==> config.mk <==
export PLATFORM = sky130hd
export DESIGN_NAME = serial_subtractor
export DESIGN_NICKNAME = d
export VERILOG_FILES = /design/src/rtl/serial_subtractor_pkg.sv /design/src/rtl/serial_subtractor_half_sub.sv /design/src/rtl/serial_subtractor.sv
export SDC_FILE = /design/constraint.sdc
export NUM_CORES = 1
export LEC_CHECK = 0
export ABC_AREA = 1
export CORE_MARGIN = 2
export CORE_UTILIZATION = 45
export DETAILED_ROUTE_END_ITERATION = 8
export PLACE_DENSITY = 0.76
export SYNTH_ARGS = -nofsm -noshare
export SYNTH_HDL_FRONTEND = slang
export SYNTH_SLANG_ARGS = --single-unit
==> constraint.sdc <==
create_clock -name clk -period 1.75 [get_ports clk]
set_clock_uncertainty 0.05 [all_clocks]
set_input_delay 0.4375 -clock clk [delete_from_list [all_inputs] [get_ports clk]]
set_output_delay 0.4375 -clock clk [all_outputs]
set_load 0.005 [all_outputs]
==> src/rtl/serial_subtractor_pkg.sv <==
// Shared definitions for the bit-serial arithmetic blocks: FSM state
// encodings and the default operand width.
package serial_subtractor_pkg;

   localparam int DEFAULT_WIDTH = 8;

   typedef enum logic [1:0] {
      ST_IDLE = 2'd0,
      ST_RUN  = 2'd1,
      ST_DONE = 2'd2
   } state_t;

endpackage

==> src/rtl/serial_subtractor_half_sub.sv <==
// Half-subtractor cell: diff = a ^ b, borrow = ~a & b.
module half_subtractor (
   input  logic a,
   input  logic b,
   output logic diff,
   output logic borrow
);

   assign diff   = a ^ b;
   assign borrow = ~a & b;

endmodule

==> src/rtl/serial_subtractor.sv <==
// Bit-serial two's-complement subtractor, LSB first, one bit per clock.
// Optional signed-overflow output enabled by defining SERIAL_SUB_OVF_EN.
module serial_subtractor
   import serial_subtractor_pkg::*;
#(
   parameter int WIDTH = DEFAULT_WIDTH
) (
   input  logic             clk,
   input  logic             rst,
   input  logic             start,
   input  logic [WIDTH-1:0] a,
   input  logic [WIDTH-1:0] b,
   output logic             busy,
   output logic             done,
   output logic [WIDTH-1:0] diff,
   output logic             borrow_out
`ifdef SERIAL_SUB_OVF_EN
   ,
   output logic             ovf
`endif
);

   localparam int CW = (WIDTH > 1) ? $clog2(WIDTH) : 1;
   localparam logic [CW-1:0] LAST = CW'(WIDTH - 1);

   state_t           state;
   logic [WIDTH-1:0] a_sr;
   logic [WIDTH-1:0] b_sr;
   logic [WIDTH-2:0] d_sr;
   logic             brw;
   logic [CW-1:0]    cnt;

   logic             hs1_d, hs1_b, d_bit, hs2_b, brw_nxt;
   logic [WIDTH-1:0] d_cat;

   // Full subtract = two half subtractors; their borrows never both fire.
   half_subtractor u_hs1 (
      .a      (a_sr[0]),
      .b      (b_sr[0]),
      .diff   (hs1_d),
      .borrow (hs1_b)
   );

   half_subtractor u_hs2 (
      .a      (hs1_d),
      .b      (brw),
      .diff   (d_bit),
      .borrow (hs2_b)
   );

   assign brw_nxt = hs1_b | hs2_b;
   assign d_cat   = {d_bit, d_sr};

`ifdef SERIAL_SUB_OVF_EN
   logic a_msb, b_msb;
`endif

   always_ff @(posedge clk) begin
      if (rst) begin
         state      <= ST_IDLE;
         busy       <= 1'b0;
         done       <= 1'b0;
         diff       <= '0;
         borrow_out <= 1'b0;
         a_sr       <= '0;
         b_sr       <= '0;
         d_sr       <= '0;
         brw        <= 1'b0;
         cnt        <= '0;
`ifdef SERIAL_SUB_OVF_EN
         ovf        <= 1'b0;
         a_msb      <= 1'b0;
         b_msb      <= 1'b0;
`endif
      end else begin
         case (state)
            ST_IDLE: begin
               done <= 1'b0;
               if (start) begin
                  a_sr  <= a;
                  b_sr  <= b;
                  brw   <= 1'b0;
                  cnt   <= '0;
                  busy  <= 1'b1;
                  state <= ST_RUN;
`ifdef SERIAL_SUB_OVF_EN
                  a_msb <= a[WIDTH-1];
                  b_msb <= b[WIDTH-1];
`endif
               end
            end
            ST_RUN: begin
               a_sr <= a_sr >> 1;
               b_sr <= b_sr >> 1;
               d_sr <= d_cat[WIDTH-1:1];
               brw  <= brw_nxt;
               cnt  <= cnt + CW'(1);
               // Final bit: publish the completed result in the same edge.
               if (cnt == LAST) begin
                  diff       <= d_cat;
                  borrow_out <= brw_nxt;
                  busy       <= 1'b0;
                  done       <= 1'b1;
                  state      <= ST_DONE;
`ifdef SERIAL_SUB_OVF_EN
                  ovf        <= (a_msb ^ b_msb) & (d_bit ^ a_msb);
`endif
               end
            end
            ST_DONE: begin
               done  <= 1'b0;
               state <= ST_IDLE;
            end
            default: begin
               busy  <= 1'b0;
               done  <= 1'b0;
               state <= ST_IDLE;
            end
         endcase
      end
   end

endmodule

==> results.json <==
{
  "run_status": "completed",
  "cts.clk_slew.worst_paths_ns": 0.08,
  "initial_utilization_pct": 47.2,
  "critical_path.max_fanout": 2,
  "number_of_buffers_inserted_by_hold_repair_at_cts": 0,
  "switchingPower_mw": 0.524,
  "crit_arrival_ns": 1.15,
  "power_frac_clock_pct": 39.9,
  "setup.worst_path.end": "done",
  "final-instance-count-excl-fill": 347,
  "rows": 22,
  "final.setup.tns_ns": 0,
  "pwr-share-comb_pct": 14.3,
  "wl_per_cell_um": 9.06,
  "power.sequential.fraction_pct": 45.8,
  "timing.critical_path.from": "done$_SDFFE_PP0P_",
  "io_buffer_count": 29,
  "synth_fp_nets": 288,
  "powerDensity_nw_per_um2": 983,
  "synth-warning-count": 0,
  "die_x_um": 66.4,
  "critical-path-max-stage-delay_ns": 0.50,
  "worstSetupPathType": "reg2out",
  "cpMaxStageDelayCell": "sky130_fd_sc_hd__clkdlybuf4s50_1",
  "finalCritPeriodShare_pct": 93.5,
  "worst_hold_path_type": "reg2reg",
  "design.final.nets": 321,
  "path_delay_family": "buffers and inverters",
  "maxCapViolCount": 0,
  "r2r_start": "cnt[0]$_SDFFE_PP0P_",
  "drt_pre_antenna_iters": 4,
  "detailedRoute.firstIterationViolations": 113,
  "timing.critical_path.from_type": "flop",
  "endpoint_kind": "output port",
  "cp_num_cells": 1,
  "timing.final.max_slew_violations": 0,
  "reg2reg_setup_slack_ns": 0.32,
  "buffer_levels_on_the_longest_clock_path": 2,
  "core_um2": 3720,
  "syn_avg_cell_area_um2": 6.59,
  "cellInternalPower_mw": 1.67,
  "synth.cell_area_um2": 1750,
  "final_layout_size_suffix_gt1_share_pct": 7.69,
  "worst_slew_margin_rel_pct": 79.2,
  "worstPathBufferInverterCount": 1,
  "critical_path.reg2reg.endpoint": "diff[3]$_SDFFE_PP0P_",
  "buffer_type_at_the_clock_tree_root": "sky130_fd_sc_hd__clkbuf_8",
  "drc": 0,
  "cts_tree": "done",
  "postSynthRegisterBits": 40,
  "cellLeakagePower_nw": 1.08,
  "synth_cell_type_count": 19,
  "antenna_cells": 0,
  "gp_congestion": 0.764,
  "postRouteWirelength_mm": 3.14,
  "cp_data_required_time_ns": 1.26,
  "post-cts-setup-buffer-count": 0,
  "synthCells": 266,
  "period_minus_slack_ns": 1.64,
  "grt_setup_unrepaired": "no",
  "yosysSeqAreaShare_pct": 45.7,
  "gr-total-overflow": 0,
  "number_of_global_route_vias_before_repair": 1389,
  "design.die.area_um2": 4410,
  "cell_by_cell_listing_of_the_critical_path": "clkdlybuf4s50_1",
  "placed_cells": 340,
  "ant_nets": 0,
  "gr-usage-all-layers_pct": 16.9,
  "multi_input_area_um2": 782,
  "largest_net_degree_at_the_start_of_global_routing": 30,
  "final_hold_violation_count": 0,
  "sequential_cell_area_um2": 801,
  "postCtsResizedCells": 0,
  "die_height_um": 66.4,
  "vias": 1540,
  "dp.final_hpwl_mm": 2.16,
  "clock_latency_ns": 0.29,
  "cts_made_buffers": 5,
  "ir_drop_worst_vdd_v": 0.000798,
  "area_growth_pct": 27.5,
  "antenna_found_initial": 0,
  "cts_num_sinks": 40,
  "cts.htree.levels": 2,
  "fillerInstances": 356,
  "reg2reg_depth": 6,
  "setup_viol": 0,
  "fmaxAchievable_ghz": 0.611,
  "io_pins": 30,
  "grt_first_pass_wirelength_mm": 5.69,
  "via_per_inst": 4.44,
  "netSwitchingFraction_pct": 23.9,
  "timing_worst_slew_pin_value_ns": 0.311
}
==> worst min path at each step <==
| stage | startpoint | to | slack, ns | depth (start not counted) |
|---|---|---|---|---|
| 6_report | cnt[1]$_SDFFE_PP0P_ | cnt[1]$_SDFFE_PP0P_ | 0.41 | 2 |
| 3_3_place_gp | cnt[2]$_SDFFE_PP0P_ | cnt[2]$_SDFFE_PP0P_ | 0.40 | 2 |
| 2_1_floorplan | d_sr[1]$_SDFFE_PP0N_ | diff[1]$_SDFFE_PP0P_ | 0.39 | 2 |
| 5_1_grt | d_sr[1]$_SDFFE_PP0N_ | diff[1]$_SDFFE_PP0P_ | 0.45 | 2 |
| 3_5_place_dp | cnt[1]$_SDFFE_PP0P_ | cnt[1]$_SDFFE_PP0P_ | 0.41 | 2 |
| 4_1_cts | cnt[1]$_SDFFE_PP0P_ | cnt[1]$_SDFFE_PP0P_ | 0.42 | 2 |
==> area by class of cell <==
cell class / instances / area share (%)
inverters: 30 / 5.04
clock inverters: 2 / 2.69
repair buffers: 37 / 15.7
flip-flops and latches: 40 / 35.8
well taps: 48 / 2.69
multi-input cells: 185 / 35.0
clock buffers: 5 / 3.08
==> cells in the mapped netlist (all sizes together) <==
| master | number | area, um^2 |
|---|---|---|
| fa | 1 | 20.0 |
| clkbuf | 1 | 3.75 |
| ha | 2 | 25.0 |
| inv | 30 | 113 |
| buf | 10 | 53.8 |
| dfxtp | 40 | 801 |
| nand4 | 1 | 6.26 |
| nand2 | 84 | 328 |
| nand3 | 7 | 35.0 |
| o21ai | 14 | 70.1 |
| a21oi | 2 | 10.0 |
| nor2 | 74 | 288 |
==> state kept, by name (all words and copies together) (netlist names) <==
name and count:
a_sr 8, borrow_out 1, state 2, cnt 3
d_sr 7, diff 8, b_sr 8, busy 1
brw 1, done 1
==> per-layer routing <==
metal  global-route usage, %  share of wire, %  vias to the layer above
met1                    20.6                50                      658
met5                       0                 0                        -
met4                    5.36              0.32                        0
met3                    6.13               3.4                        2
li1                        -                 -                      855
met2                    27.5                46                       25
==> power groups by stage <==
stage | Combinational (mW) | Sequential, mW | Clock, mW
finish | 0.314 | 1.01 | 0.877
global route | 0.365 | 1.01 | 0.936
CTS | 0.317 | 1.01 | 0.893
detailed placement | 0.315 | 1.03 | 0
global placement | 0.310 | 1.03 | 0
floorplan | 0.218 | 1.02 | 0
==> kinds of logic (layout without fill, tap and decap cells) <==
| family | count (synthesis) | after routing | share of synthesized area, % |
|---|---|---|---|
| AOI/OAI and AO/OA | 16 | 16 | 4.57 |
| and+or+nand+nor | 166 | 166 | 37.5 |
| adders and majority gates | 3 | 3 | 2.57 |
| DFF | 40 | 40 | 45.7 |
| buffers and inverters | 41 | 74 | 9.71 |
==> stage by stage <==
stage          util (%)  power, mW  hold slack (ns)  setup slack [ns]  area, um^2
2_1_floorplan         -       1.24            0.385             0.498        1750
3_3_place_gp       56.7       1.34            0.399             0.121        2110
3_5_place_dp       56.7       1.34            0.406            0.0849        2110
4_1_cts            60.1       2.22            0.415            0.0951        2230
5_1_grt            60.1       2.32            0.445            0.0732        2230
6_report           60.1       2.20            0.413             0.114        2230
==> cell usage in the layout, fill, tap and decap left out <==
cell / n
sky130_fd_sc_hd__nor2_2: 1
sky130_fd_sc_hd__ha_1: 2
sky130_fd_sc_hd__dfxtp_1: 40
sky130_fd_sc_hd__o21ai_0: 13
sky130_fd_sc_hd__nand3_1: 7
sky130_fd_sc_hd__fa_1: 1
sky130_fd_sc_hd__nor2_1: 72
sky130_fd_sc_hd__nand2_1: 81
sky130_fd_sc_hd__clkbuf_8: 5
sky130_fd_sc_hd__inv_1: 27
sky130_fd_sc_hd__a21oi_1: 2
sky130_fd_sc_hd__inv_2: 3
sky130_fd_sc_hd__nand2_2: 2
sky130_fd_sc_hd__clkdlybuf4s50_1: 29
sky130_fd_sc_hd__buf_4: 8
sky130_fd_sc_hd__o21ai_1: 1
sky130_fd_sc_hd__nand2_4: 1
sky130_fd_sc_hd__nor2_4: 1
sky130_fd_sc_hd__bufinv_16: 2
sky130_fd_sc_hd__nand4_1: 1
==> tightest hold or removal path: cells and delay by family (launching register included) <==
kind               cells  cell delay (ns)
AOI/OAI and AO/OA      1             0.05
and+or+nand+nor        1             0.06
DFF                    1             0.32
Note: power is estimated with default switching activity, not from simulation.
